<file path="config.mk">
export PLATFORM = sky130hd
export DESIGN_NAME = reset_sequencer
export DESIGN_NICKNAME = d
export VERILOG_FILES = /design/src/rtl/reset_sequencer.sv
export SDC_FILE = /design/constraint.sdc
export NUM_CORES = 1
export LEC_CHECK = 0
export BUFFER_PORTS_ARGS = -buffer_cell sky130_fd_sc_hd__buf_2
export CAP_MARGIN = 20
export CORE_MARGIN = 2
export CORE_UTILIZATION = 55
export CTS_CLUSTER_DIAMETER = 120
export DETAILED_ROUTE_END_ITERATION = 6
export HOLD_SLACK_MARGIN = 0.03
export PLACE_DENSITY = 0.73
export SLEW_MARGIN = 30
export SYNTH_ARGS = -nofsm -noshare
export SYNTH_HDL_FRONTEND = slang
export SYNTH_SLANG_ARGS = --single-unit
</file>
<file path="constraint.sdc">
create_clock -name clk -period 2.5 [get_ports clk]
set_clock_uncertainty 0.05 [all_clocks]
set_input_delay 0.375 -clock clk [delete_from_list [all_inputs] [get_ports clk]]
set_output_delay 0.375 -clock clk [all_outputs]
set_load 0.1 [all_outputs]
</file>
<file path="src/rtl/reset_sequencer.sv">
// reset_sequencer
//   Releases NUM_CH reset channels in a staggered order after a common hold
//   period, then tracks time spent running and supervises a watchdog.
//
// Ports
//   clk          in   system clock, all state on rising edge
//   rst_n        in   asynchronous active-low reset
//   sw_rst_req   in   synchronous request to re-run the release sequence
//   wd_en        in   watchdog count enable
//   wd_kick      in   clears the watchdog counter
//   ch_rst       out  per-channel reset, active-high
//   seq_done     out  high once every channel has been released
//   timeout      out  sticky watchdog expiry flag
//   cycle_count  out  saturating count of cycles spent in RUN
module reset_sequencer #(
  parameter int NUM_CH         = 4,
  parameter int RESET_CYCLES   = 5,
  parameter int STAGGER_CYCLES = 2,
  parameter int TIMEOUT        = 100000,
  parameter int CNT_W          = 32,
  parameter int TIMEOUT_RESETS = 0
) (
  input  logic              clk,
  input  logic              rst_n,
  input  logic              sw_rst_req,
  input  logic              wd_en,
  input  logic              wd_kick,
  output logic [NUM_CH-1:0] ch_rst,
  output logic              seq_done,
  output logic              timeout,
  output logic [CNT_W-1:0]  cycle_count
);

  typedef enum logic [1:0] {SYNC, HOLD, STAGGER, RUN} state_t;

  // All channels drop together when there is nothing to stagger.
  localparam bit SIMUL = (NUM_CH == 1) || (STAGGER_CYCLES == 0);
  localparam logic [CNT_W-1:0] TIMEOUT_C = CNT_W'(TIMEOUT);

  state_t state, state_next;

  logic              sync_ff;
  logic [31:0]       hold_cnt, hold_cnt_next;
  logic [31:0]       stag_cnt, stag_cnt_next;
  logic [5:0]        ch_idx, ch_idx_next;
  logic [CNT_W-1:0]  wd_cnt, wd_cnt_next;
  logic [NUM_CH-1:0] ch_rst_next;
  logic              seq_done_next;
  logic              timeout_next;
  logic [CNT_W-1:0]  cycle_count_next;
  logic [NUM_CH-1:0] release_mask;

  logic hold_done, stag_done, last_ch;
  logic sw_accept, wd_expire, to_restart, restart;

  // One-hot mask of the channel selected by ch_idx.
  genvar gi;
  generate
    for (gi = 0; gi < NUM_CH; gi++) begin : g_mask
      assign release_mask[gi] = (ch_idx == 6'(gi));
    end
  endgenerate

  assign hold_done = (state == HOLD)    && (hold_cnt == 32'(RESET_CYCLES - 1));
  assign stag_done = (state == STAGGER) && (stag_cnt == 32'(STAGGER_CYCLES - 1));
  assign last_ch   = (ch_idx == 6'(NUM_CH - 1));
  assign sw_accept = sw_rst_req && (state != SYNC);

  // Expiry edge: the counter is about to reach TIMEOUT and no kick overrides it.
  assign wd_expire  = (state == RUN) && !timeout && wd_en && !wd_kick &&
                      (wd_cnt + CNT_W'(1) == TIMEOUT_C);
  assign to_restart = wd_expire && !sw_accept && (TIMEOUT_RESETS != 0);
  assign restart    = sw_accept || to_restart;

  // State register
  always_ff @(posedge clk or negedge rst_n) begin
    if (!rst_n) state <= SYNC;
    else        state <= state_next;
  end

  // Next-state logic
  always_comb begin
    state_next = state;
    unique case (state)
      SYNC:    if (sync_ff) state_next = HOLD;
      HOLD:    if (hold_done) state_next = SIMUL ? RUN : STAGGER;
      STAGGER: if (stag_done && last_ch) state_next = RUN;
      RUN:     state_next = RUN;
      default: state_next = SYNC;
    endcase
    if (restart) state_next = HOLD;
  end

  // Output / datapath next values
  always_comb begin
    ch_rst_next      = ch_rst;
    seq_done_next    = seq_done;
    cycle_count_next = cycle_count;
    hold_cnt_next    = hold_cnt;
    stag_cnt_next    = stag_cnt;
    ch_idx_next      = ch_idx;
    wd_cnt_next      = wd_cnt;
    timeout_next     = timeout;

    if (restart) begin
      ch_rst_next      = '1;
      seq_done_next    = 1'b0;
      cycle_count_next = '0;
      hold_cnt_next    = '0;
      stag_cnt_next    = '0;
      ch_idx_next      = '0;
    end else begin
      unique case (state)
        HOLD: begin
          if (hold_done) begin
            hold_cnt_next = '0;
            if (SIMUL) begin
              ch_rst_next   = '0;
              seq_done_next = 1'b1;
            end else begin
              ch_rst_next = ch_rst & ~release_mask;
              ch_idx_next = ch_idx + 6'd1;
            end
          end else begin
            hold_cnt_next = hold_cnt + 32'd1;
          end
        end
        STAGGER: begin
          if (stag_done) begin
            stag_cnt_next = '0;
            ch_rst_next   = ch_rst & ~release_mask;
            ch_idx_next   = ch_idx + 6'd1;
            if (last_ch) seq_done_next = 1'b1;
          end else begin
            stag_cnt_next = stag_cnt + 32'd1;
          end
        end
        RUN: begin
          if (cycle_count != {CNT_W{1'b1}})
            cycle_count_next = cycle_count + CNT_W'(1);
        end
        default: ;
      endcase
    end

    // Watchdog: a software restart clears everything; once expired it freezes.
    if (sw_accept) begin
      wd_cnt_next  = '0;
      timeout_next = 1'b0;
    end else if (!timeout) begin
      if (wd_kick) begin
        wd_cnt_next = '0;
      end else if ((state == RUN) && wd_en) begin
        wd_cnt_next = wd_cnt + CNT_W'(1);
        if (wd_expire) timeout_next = 1'b1;
      end
    end
  end

  // Datapath and output registers
  always_ff @(posedge clk or negedge rst_n) begin
    if (!rst_n) begin
      sync_ff     <= 1'b0;
      ch_rst      <= '1;
      seq_done    <= 1'b0;
      timeout     <= 1'b0;
      cycle_count <= '0;
      hold_cnt    <= '0;
      stag_cnt    <= '0;
      ch_idx      <= '0;
      wd_cnt      <= '0;
    end else begin
      // First synchronizer stage; the SYNC->HOLD state transition acts as the second.
      sync_ff     <= 1'b1;
      ch_rst      <= ch_rst_next;
      seq_done    <= seq_done_next;
      timeout     <= timeout_next;
      cycle_count <= cycle_count_next;
      hold_cnt    <= hold_cnt_next;
      stag_cnt    <= stag_cnt_next;
      ch_idx      <= ch_idx_next;
      wd_cnt      <= wd_cnt_next;
    end
  end

endmodule

</file>
==> results of run 1 <==
## final timing paths
path	startpoint	to	cells after the start
worst min register to register	ch_rst[1]	ch_rst[1]	2
max in group asynchronous	rst_n	ch_rst[3]	3
worst min-delay path	sw_rst_req	state[1]	2
worst max-delay path	wd_cnt[13]	timeout	6
worst max register to register	wd_cnt[13]	timeout	6
min in group asynchronous	rst_n	cycle_count[13]	2
## metrics by stage
step                      hold slack (ns)  cells  area [um^2]  setup TNS [ns]
after floorplan                   0.02941    909         8078               0
after global placement             0.3443   1156         8902               0
after detailed placement           0.3448   1156         8902               0
after CTS                          0.2060   1189         9512               0
after global routing               0.2163   1190         9545        -0.09415
final                              0.2077   1190         9545               0
## repair_timing
item,CTS,global route
endpoints found under the setup margin,1,1
hold endpoints to repair,56,0
pin swaps,1,1
gates cloned,0,0
resized for setup,0,5
hold buffers,1,0
buffers inserted,0,1
## worst max-delay path: cells and delay by family, from the launching register on
| family | cells | cell delay, ns |
|---|---|---|
| simple gates | 4 | 1.46 |
| compound gates | 2 | 0.43 |
| flops | 1 | 0.40 |
## layer usage
metal / GRT usage / routed length (um)
met1: 0.3388 / 8614
met2: 0.3796 / 8465
met3: 0.05026 / 860
met4: 0.06675 / 213
met5: 0 / 0
## state kept, by name (all words and copies together) (netlist names)
register     cells
ch_idx           6
stag_cnt        32
seq_done         1
state            2
timeout          1
cycle_count     32
sync_ff          1
wd_cnt          32
hold_cnt        32
ch_rst           4
## layout by cell type, fill, tap and decap left out, types with 33 or more instances in the layout
| cell type | Yosys | routed |
|---|---|---|
| nor2_1 | 114 | 114 |
| dfrtp_1 | 139 | 109 |
| nand2_1 | 91 | 91 |
| o21ai_0 | 67 | 67 |
| buf_4 | 1 | 56 |
| nand3_1 | 51 | 50 |
| xnor2_1 | 46 | 46 |
| buf_2 | 1 | 41 |
| xor2_1 | 35 | 35 |
| nand4_1 | 33 | 33 |
## power by group through the flow
stage / clock [mW] / sequential [mW] / combinational, mW
2_1_floorplan: 0 / 2.65 / 0.417
3_3_place_gp: 0 / 2.50 / 0.841
3_5_place_dp: 0 / 2.51 / 0.850
4_1_cts: 2.62 / 2.46 / 0.857
5_1_grt: 2.72 / 2.48 / 0.941
6_report: 2.57 / 2.46 / 0.851
## cell type report
class,instances,area [um^2]
repair buffers,104,747.0
clock inverters,11,138.9
well taps,184,230.2
inverters,20,75.07
multi-input cells,707,4248
flip-flops and latches,143,3646
fillers,1168,4823
clock buffers,21,460.4
## logic make-up after synthesis
group / count (synthesis) / share of synthesized area
other: 1 / 0.0004685
xor gates and xnor gates: 81 / 0.08864
AOI/OAI and AO/OA: 147 / 0.1110
DFF: 143 / 0.4477
adders and majority gates: 10 / 0.01563
muxes: 6 / 0.007660
and+or+nand+nor: 462 / 0.3006
buffers and inverters: 59 / 0.02829
==> impl.org, run 1 <==
** Routing
- Wires add up to 18150 um.
- After detailed routing, the number of vias per cell comes to 5.872.
- Antenna Nets Post-Route :: 0
- Before antenna repair, the detailed router went through 5 iterations.
- Violation count after the first detailed-routing iteration :: 507
- For this run, design rule violations remaining after detail routing come to 0.
- After detailed routing, the average wire length per cell comes to 15.25 um.
- Vias :: 6988

** STA
- For the pin with the worst max-slew slack, the measured transition is 0.5629 ns.
- Setup violations, final :: 0
- Min Clock Period, post-route :: 2.453 ns
- Relative slew slack :: 0.6247
- The final max-slew violation count was 0.
- Timing would allow up to 0.4077 GHz.
- Count of final hold-check violations :: 0
- Final critical-path share of the clock period :: 0.9811
- Post-route worst setup slack :: 0.04724 ns

** CTS
- CTS H-Tree Depth :: 4
- The later pin in the worst-skew pair is clocked with a latency of 0.42 ns.
- The clock passes through at most 2 buffers.
- Number of buffers added by the clock tree synthesis step :: 17
- TritonCTS built the clock tree.
- TritonCTS Sinks :: 143
- Buffer cell driving the clock tree root :: clkbuf_16
- Clock-pin slew of the registers on the worst-case setup and hold paths :: 0.06 ns

** Synth
- Unique masters post-synth :: 61
- EDFF count, synth :: 0
- Most instantiated cells after synthesis :: dfrtp_1, nor2_1, nand2_1, o21ai_0, nand3_1
- For this run, asynchronously set or reset flops after synthesis account for 1.000.
- The most common cell in the synthesized netlist is dfrtp_1.
- For this run, the number of Yosys warnings is 0.
- Flip-flop and latch count after synthesis :: 143
- Cell area after synthesis :: 8004 um^2
- For this run, the leading register cell type out of synthesis is dfrtp_1.
- After synthesis, the cell types taking the most area are dfrtp_1, nor2_1, xnor2_1, nand2_1, o21ai_0.
- Synthesized area per cell :: 8.805 um^2
- Of the post-synthesis cell area, the dominant cell type holds 0.4346.
- Most area-hungry cell type in the Yosys netlist :: dfrtp_1
- Post-synth net total :: 924
- Sequential element share of the synthesized area :: 0.4477
- Gate Count Post-Synth :: 909

** Global route
- First-pass GRT wire length :: 31130 um
- For this run, the total global-route usage over all layers was measured as 0.2405.
- Number of antenna violations at the first check in global routing :: 0
- Number of global-route vias before repair :: 6597
- Maximum number of pins on one net before global-route repair :: 62
- Sum of overflow across all layers after global routing :: 0

** Pwr
- Peak supply drop :: 0.5879 mV
- PwrDens :: 616.4 nW/um^2
- Relative contribution of sequential cells to total power :: 0.419
- Net switching fraction of the power :: 0.2764
- Standby leakage power :: 4.025 nW
- Summed over all nets, the switching power comes to 1.626 mW.
- The share of total power dissipated in combinational logic is 0.145.
- The internal power of the cells totals 4.258 mW.
- Relative contribution of the clock network to total power :: 0.437
- Sum of internal, switching and leakage power :: 5.884 mW

** Worst setup path
- In this design, the stage delay of the slowest critical-path cell is 0.58 ns.
- In this run the register-to-register setup slack is 0.05 ns.
- Crit Path Max Fanout :: 5
- At the worst endpoint, the arrival time is 2.72 ns.
- Walking the worst path, the cells encountered are nand3_2 -> or4_4 -> nor4_4 -> a31oi_1 -> or4_1 -> o31ai_2.
- Among all stages on the critical path, the largest delay is contributed by or4_4.
- The critical path is of the flip-flop to flip-flop type.
- CP required :: 2.77 ns
- The worst setup path is launched from a flip-flop.
- Type of element capturing the critical path :: flip-flop

** Die
- Initial standard-cell utilization of the core :: 0.5570
- Number of primary I/O pins :: 43
- Width of the die :: 124.6 um
- Core area :: 14370 um^2
- In this run the core area contains 44 standard-cell rows.
- Measured along the y axis, the die boundary spans 124.6 um.
- The die covers 15530 um^2.

** Hold path
- Worst min path class :: primary input to flip-flop

** Final layout
- Inserted Diodes :: 0
- Once layout is complete, the utilization of the core stands at 0.6643.
- Growth of design area from synthesis to finish :: 19.26%
- For this run, the post-layout net count is 1008.
- Share of layout cells above drive strength 1 :: 0.1879

** Placed design
- Timing analysis after detailed placement gives a worst setup slack of 0.001113 ns.
- Summed over all nets, the half-perimeter wirelength after detailed placement is 12390 um.
- I/O Buffers :: 42
- Routability-driven placement finished with a final weighted congestion of 0.8595.

** Run status
- The run finished with clean final reports.

** Job
- Max cap viols :: 0
No activity file was read; power rests on OpenSTA's default activity.
==> run 2, diff against run 1 <==
- BUFFER_PORTS_ARGS: -buffer_cell sky130_fd_sc_hd__buf_2 -> -buffer_cell sky130_fd_sc_hd__clkbuf_2
- CELL_PAD_IN_SITES_DETAIL_PLACEMENT: default -> 1
- CELL_PAD_IN_SITES_GLOBAL_PLACEMENT: default -> 1
- CORE_UTILIZATION: 55 -> 43
- PLACE_DENSITY: 0.73 -> 0.74
==> impl.org, run 2 (same netlist as run 1, synthesis figures left out) <==
** CTS
- TritonCTS clock tree :: yes
- Clock latency on the worst-skew pair :: 0.43 ns (about the same)
- Clock-pin slew of the registers on the worst-case setup and hold paths :: 0.06 ns (about the same)
- Buffer cell driving the clock tree root :: clkbuf_16
- CTS H-Tree Depth :: 4 (unchanged)
- Number of buffers added by the clock tree synthesis step :: 17 (unchanged)
- The number of sinks driven by the clock tree is 143 (unchanged).
- Clock tree buffer depth :: 2 (unchanged)

** Die
- The top-level I/O count came to 43 (unchanged).
- Floorplan die area :: 19720 um^2 (+27%)
- Width of the die :: 140.4 um (+13%)
- Initial standard-cell utilization of the core :: 0.4425 (-0.1145)
- The row count was 49 (+11%).
- The floorplan die height is 140.4 um (+13%).
- Core area :: 18090 um^2 (+26%)

** Routing
- Wire length reported by the detailed router :: 22480 um (+24%)
- First drt pass iteration count :: 5 (unchanged)
- The average wire per cell in the routed design was 18.05 um (+18%).
- Routed via count divided by cell count :: 5.780 (-1.6%)
- The remaining antenna violation count came to 0 (unchanged).
- The number of design rule violations left after detail routing was 0 (unchanged).
- Violation count after the first detailed-routing iteration :: 329 (-35%)
- Vias :: 7196 (+3.0%)

** Worst setup path
- Reg2Reg Depth :: 7 (+1)
- Reg-to-reg slack, setup :: 0.09 ns (+0.05 ns)
- The data arrival at the endpoint of the critical path was 2.69 ns (-0.03 ns).
- The largest fanout of any net on the critical path came to 9 (+4).
- The required time at the worst-slack endpoint was 2.78 ns (about the same).
- Cell type of the slowest stage on the worst timing path :: or4_4
- The worst setup path is captured at a flip-flop.
- Ordered list of cells on the worst path :: nand4_2 -> or4_4 -> buf_4 -> o31a_1 -> a211oi_1 -> nand4_1 -> o31ai_4
- Start-to-end type of the worst setup path :: flip-flop to flip-flop
- Sort of element at the start of the critical path :: flip-flop
- Stage delay of the slowest cell on the critical path :: 0.56 ns (-0.02 ns)

** Pwr
- Sum of internal, switching and leakage power :: 6.133 mW (+4.2%)
- Net switching fraction of the power :: 0.2833 (+0.006913)
- The ratio of total power to cell area came to 631.5 nW/um^2 (+2.5%).
- Share of total power in combinational logic :: 0.142 (-0.003)
- Relative contribution of sequential cells to total power :: 0.403 (-0.016)
- The part of the power in the clock network is 0.455 (+0.018).
- The net switching power of the design is 1.737 mW (+6.8%).
- Standby leakage power :: 4.062 nW (+0.92%)
- Internal power consumption :: 4.395 mW (+3.2%)
- Peak supply drop :: 0.4637 mV (-21%)

** STA
- Final sum of negative setup slack :: 0 ns (unchanged)
- The final max-slew violation count is 0 (unchanged).
- The worst relative slew slack is 0.6243 (about the same).
- The total setup violations reported at the end of the flow is 0 (unchanged).
- Setup repair after global routing left no endpoint under its margin.
- Min Clock Period, post-route :: 2.406 ns (-0.04629 ns)
- Pin slew with the least headroom to its limit :: 0.5584 ns (-0.004505 ns)
- Max Fclk :: 0.4155 GHz (+1.9%)
- Count of final hold-check violations :: 0 (unchanged)
- Final critical-path share of the clock period :: 0.9626 (-0.01852)
- Post-route worst setup slack :: 0.09353 ns (+0.04629 ns)

** Placed design
- Placed Cells incl. Taps :: 1210 (+4.7%)
- The minimum setup slack after placement came to -0.04078 ns (-0.04189 ns).
- I/O Buffers :: 42 (unchanged)
- The last weighted congestion value of the routability-driven placer is 0.8649 (+0.63%).
- The HPWL after detailed placement came to 15260 um (+23%).

** Final layout
- The layout cell share with drive strength beyond 1 is 0.1988 (+0.01095).
- The count of non-filler cells in the finished layout came to 1245 (+4.6%).
- The number of diodes was 0 (unchanged).
- Commonest cells after routing, fill and taps aside :: nor2_1, dfrtp_1, nand2_1
- The number of fillers in the final layout was 2124 (+82%).
- Final layout net count :: 1018 (+0.99%)
- The area taken by flip-flops and latches was 3647 um^2 (about the same).
- Growth of design area from synthesis to finish :: 21.32%
- Total area of multi-input combinational cells :: 4254 um^2 (+0.15%)
- The post-layout utilization of the core was 0.5369 (-0.1274).
- Most common library cell in the layout ignoring fill and taps :: nor2_1

** Global route
- The global-route congestion overflow total came to 0 (unchanged).
- Global routing usage on met2 :: 0.4162 (+0.03653)
- Maximum number of pins on one net before global-route repair :: 46 (-26%)
- Met1 track demand over resource :: 0.3182 (-0.02063)
- GRT Resource Usage Total :: 0.2416 (+0.001065)
- GR peak layer :: met2
- Met3 track demand over resource in global routing :: 0.04068 (-0.009574)
- Number of global-route vias before repair :: 7454 (+13%)
- The number of antenna violations at the first check in global routing was 0 (unchanged).
- First-pass GRT wire length :: 38450 um (+23%)

** Job
- Max cap viols :: 0 (unchanged)

** Hold path
- Worst min path class :: primary input to flip-flop
- Instance count along the most critical hold path :: 2 (unchanged)

** Run status
- The flow ran to the end, and the final reports show no timing, DRC or antenna violations.
[run 2: power groups by stage]
stage                     clock network, mW  logic, mW  registers, mW
after floorplan                           0      0.417           2.65
after global placement                    0      0.857           2.51
after detailed placement                  0      0.872           2.51
after CTS                              2.83      0.879           2.47
after global routing                   2.94      0.961           2.48
final                                  2.79      0.872           2.47
[run 2: layout make-up]
type,count,area share
Clock buffer,20,0.04806
Clock inverter,12,0.01894
Inverter,20,0.007731
Multi-Input combinational cell,707,0.4381
Sequential cell,143,0.3756
Tap cell,229,0.02951
Timing Repair Buffer,114,0.08208
[run 2: per-stage QoR]
step                cell area (um^2)  hold slack [ns]
floorplan                       8078          0.02941
global placement                9001           0.2832
detailed placement              9001           0.2849
CTS                             9684           0.2314
global route                    9711           0.2578
finish                          9711           0.2269
[run 2: final timing paths]
check,start,end
max in group asynchronous,rst_n,stag_cnt[30]
min in group asynchronous,rst_n,cycle_count[15]
worst min register to register,ch_rst[3],ch_rst[3]
worst max-delay path,wd_cnt[7],timeout
worst max register to register,wd_cnt[7],timeout
worst min-delay path,sw_rst_req,state[1]
[run 2: metal layers]
metal | up-vias | part of all wire
li1 | 3447 | -
met1 | 3646 | 0.47
met2 | 84 | 0.50
met3 | 19 | 0.023
met4 | 0 | 0.0099
met5 | - | 0
[run 2: worst max-delay path: cells and delay by family (launching register included)]
family / cells / cell delay [ns]
compound gates: 3 / 0.77
buf+inv: 1 / 0.19
simple gates: 3 / 0.93
flops: 1 / 0.37
[run 2: what timing repair did]
| item | CTS | global route |
|---|---|---|
| hold buffers | 1 | 0 |
| setup endpoints to repair | 1 | 4 |
| setup buffers | 1 | 1 |
| pin swaps | 2 | 4 |
| gates resized for setup | 3 | 4 |
| endpoints found under the hold margin | 41 | 0 |
==> run 3, diff against run 2 <==
- RECOVER_POWER: default -> 100
==> impl.org, run 3 (same netlist as run 1, synthesis figures left out) <==
** CTS
- Number of buffers added by the clock tree synthesis step :: 17 (unchanged)
- TritonCTS Sinks :: 143 (unchanged)
- The maximum level of the CTS H-tree came to 4 (unchanged).
- Clock-pin slew of the registers on the worst-case setup and hold paths :: 0.06 ns (about the same)
- Clock tree buffer depth :: 2 (unchanged)
- Clock latency on the worst-skew pair :: 0.43 ns (about the same)
- TritonCTS built the clock tree.
- Buffer cell driving the clock tree root :: clkbuf_16

** STA
- The final setup TNS is 0 ns (unchanged).
- Min Clock Period, post-route :: 2.390 ns (-0.01664 ns)
- Unrepaired setup endpoints after global routing :: no
- Final critical-path share of the clock period :: 0.9559 (-0.006656)
- The transition time at the pin with the least slew margin was 1.201 ns (+0.6421 ns).
- The total setup violations reported at the end of the flow came to 0 (unchanged).
- The final max-slew violation count came to 0 (unchanged).
- The worst relative slew slack was 0.2031 (-0.4212).
- The final hold violation count was 0 (unchanged).
- The final worst-path setup slack was 0.1102 ns (+0.01664 ns).
- Max Fclk :: 0.4184 GHz (+0.70%)

** Global route
- The global-route usage over all layers is 0.2416 (unchanged).
- Number of global-route vias before repair :: 7454 (unchanged)
- The global-route wire length before repair came to 38450 um (unchanged).
- Number of antenna violations at the first check in global routing :: 0 (unchanged)
- Maximum number of pins on one net before global-route repair :: 46 (unchanged)
- Sum of overflow across all layers after global routing :: 0 (unchanged)

** Worst setup path
- Critical path origin :: wd_cnt[7]
- The critical path goes through nand4_2 -> or4_4 -> buf_4 -> o31a_1 -> a211oi_1 -> nand4_1 -> o31ai_4.
- Stage delay of the slowest cell on the critical path :: 0.56 ns (about the same)
- CP required :: 2.78 ns (about the same)
- FF-to-FF Start :: wd_cnt[7]
- The endpoint identified for the worst register-to-register timing path is timeout.
- Endpoint of the most critical setup path :: timeout
- STA classifies the critical path startpoint as a flip-flop.
- The setup path with the least slack is of type flip-flop to flip-flop.
- The number of cells on the worst reg-to-reg path came to 7 (unchanged).
- Crit Path Max Fanout :: 9 (unchanged)
- Type of element capturing the critical path :: flip-flop
- Cell type of the slowest stage on the worst timing path :: or4_4
- Critical path data arrival time :: 2.67 ns (-0.02 ns)
- The register-to-register setup slack was 0.11 ns (+0.02 ns).

** Final layout
- The layout cell share with drive strength beyond 1 came to 0.1545 (-0.04429).
- Relative to the synthesized area, the layout overhead comes to 19.67%.
- Commonest cells after routing, fill and taps aside :: nor2_1, dfrtp_1, nand2_1
- Leaving out fill and tap cells, the most frequent cell in the layout is nor2_1.
- The number of diodes is 0 (unchanged).
- Final layout net count :: 1018 (unchanged)
- The final non-filler cell area was 9578 um^2 (-1.4%).

** Hold path
- The worst hold path belongs to the class primary input to flip-flop.
- The startpoint identified for the worst hold timing path is sw_rst_req.

** Pwr
- The total power after layout is 6.090 mW (-0.70%).
- Net switching fraction of the power :: 0.2836 (+0.0003551)
- Standby leakage power :: 3.890 nW (-4.2%)
- The sequential cell fraction of total power was 0.406 (+0.003).
- PwrDens :: 635.8 nW/um^2 (+0.68%)
- The net switching power of the design came to 1.727 mW (-0.57%).
- The peak ir drop on the vdd network is 0.4649 mV (+0.26%).
- Share of total power in combinational logic :: 0.137 (-0.005)
- The internal power is 4.363 mW (-0.75%).
- Relative contribution of the clock network to total power :: 0.458 (+0.003)

** Placed design
- I/O Buffers :: 42 (unchanged)
- The post-detailed-placement cell area came to 9001 um^2 (unchanged).
- Final HPWL from detailed placement :: 15260 um (unchanged)
- The minimum setup slack after placement was -0.04078 ns (unchanged).
- Routability congestion estimate :: 0.8649 (unchanged)

** Die
- Floorplan die area :: 19720 um^2 (unchanged)
- Initial standard-cell utilization of the core :: 0.4425 (unchanged)
- Width of the die :: 140.4 um (unchanged)
- The area inside the core boundary was 18090 um^2 (unchanged).
- The row count is 49 (unchanged).
- Number of primary I/O pins :: 43 (unchanged)
- The floorplan die height is 140.4 um (unchanged).

** Routing
- The vias after detailed routing is 7210 (+0.19%).
- Violation count after the first detailed-routing iteration :: 328 (-0.30%)
- First drt pass iteration count :: 5 (unchanged)
- The total wirelength of the detailed-routed design was 22430 um (-0.19%).
- Post-route DRC violation count :: 0 (unchanged)
- Routed via count divided by cell count :: 5.791 (+0.19%)
- Antenna Nets Post-Route :: 0 (unchanged)
- The average wire per cell in the routed design came to 18.02 um (-0.19%).

** Job
- The count of max-cap constraint violations was 0 (unchanged).

** Run status
- The flow ran to the end, and the final reports show no timing, DRC or antenna violations.
run 3: cell count changes in the layout (fill, tap and decap cells not counted):
cell,change
and2_0,+1
buf_4,-10
clkbuf_1,+44
nor4_2,-1
buf_12,-3
and2_1,-1
clkbuf_2,-32
buf_6,-1
nor4_1,+1
clkbuf_4,+2
run 3: area by class of cell:
class / instances / area (um^2)
fillers: 2138 / 8508
multi-input cells: 707 / 4248
flip-flops and latches: 143 / 3647
repair buffers: 114 / 670.6
clock buffers: 20 / 466.7
well taps: 229 / 286.5
clock inverters: 12 / 183.9
inverters: 20 / 75.07
run 3: per-layer routing:
layer | wire length (um) | track usage | vias up
met2 | 11180 | 0.4162 | 85
met5 | 0 | 0 | -
met1 | 10490 | 0.3182 | 3660
met3 | 531 | 0.04068 | 19
li1 | - | - | 3446
met4 | 235 | 0.06007 | 0
run 3: stage by stage:
step	utilization	hold slack (ns)	instances
global placement	0.4977	0.2832	1210
floorplan	-	0.02941	909
CTS	0.5355	0.2314	1244
detailed placement	0.4977	0.2849	1210
finish	0.5296	0.2325	1245
global route	0.5296	0.2578	1245
run 3: how the worst min path moves through the flow:
stage                      end  slack [ns]  depth (start not counted)
3_3_place_gp   cycle_count[14]        0.28                          1
5_1_grt               state[1]        0.26                          2
2_1_floorplan        ch_idx[0]        0.03                          0
4_1_cts               state[1]        0.23                          2
3_5_place_dp   cycle_count[15]        0.28                          1
6_report              state[1]        0.23                          2
run 3: worst max-delay path, delay by kind of cell (launching register included):
kind            cells  cell delay [ns]
compound gates      3             0.76
buf+inv             1             0.19
flops               1             0.37
simple gates        3             0.92
run 3: power by group through the flow:
stage          registers, mW  logic [mW]  clock network [mW]
4_1_cts                 2.47       0.879                2.83
5_1_grt                 2.48       0.924                2.94
3_5_place_dp            2.51       0.872                   0
6_report                2.47       0.833                2.79
2_1_floorplan           2.65       0.417                   0
3_3_place_gp            2.51       0.857                   0
run 3: timing repair:
item | in CTS | in global routing
endpoints found under the setup margin | 1 | 4
hold buffers | 1 | 0
setup buffers | 1 | 1
resized for setup | 3 | 4
pin swaps | 2 | 4
endpoints found under the hold margin | 41 | 0
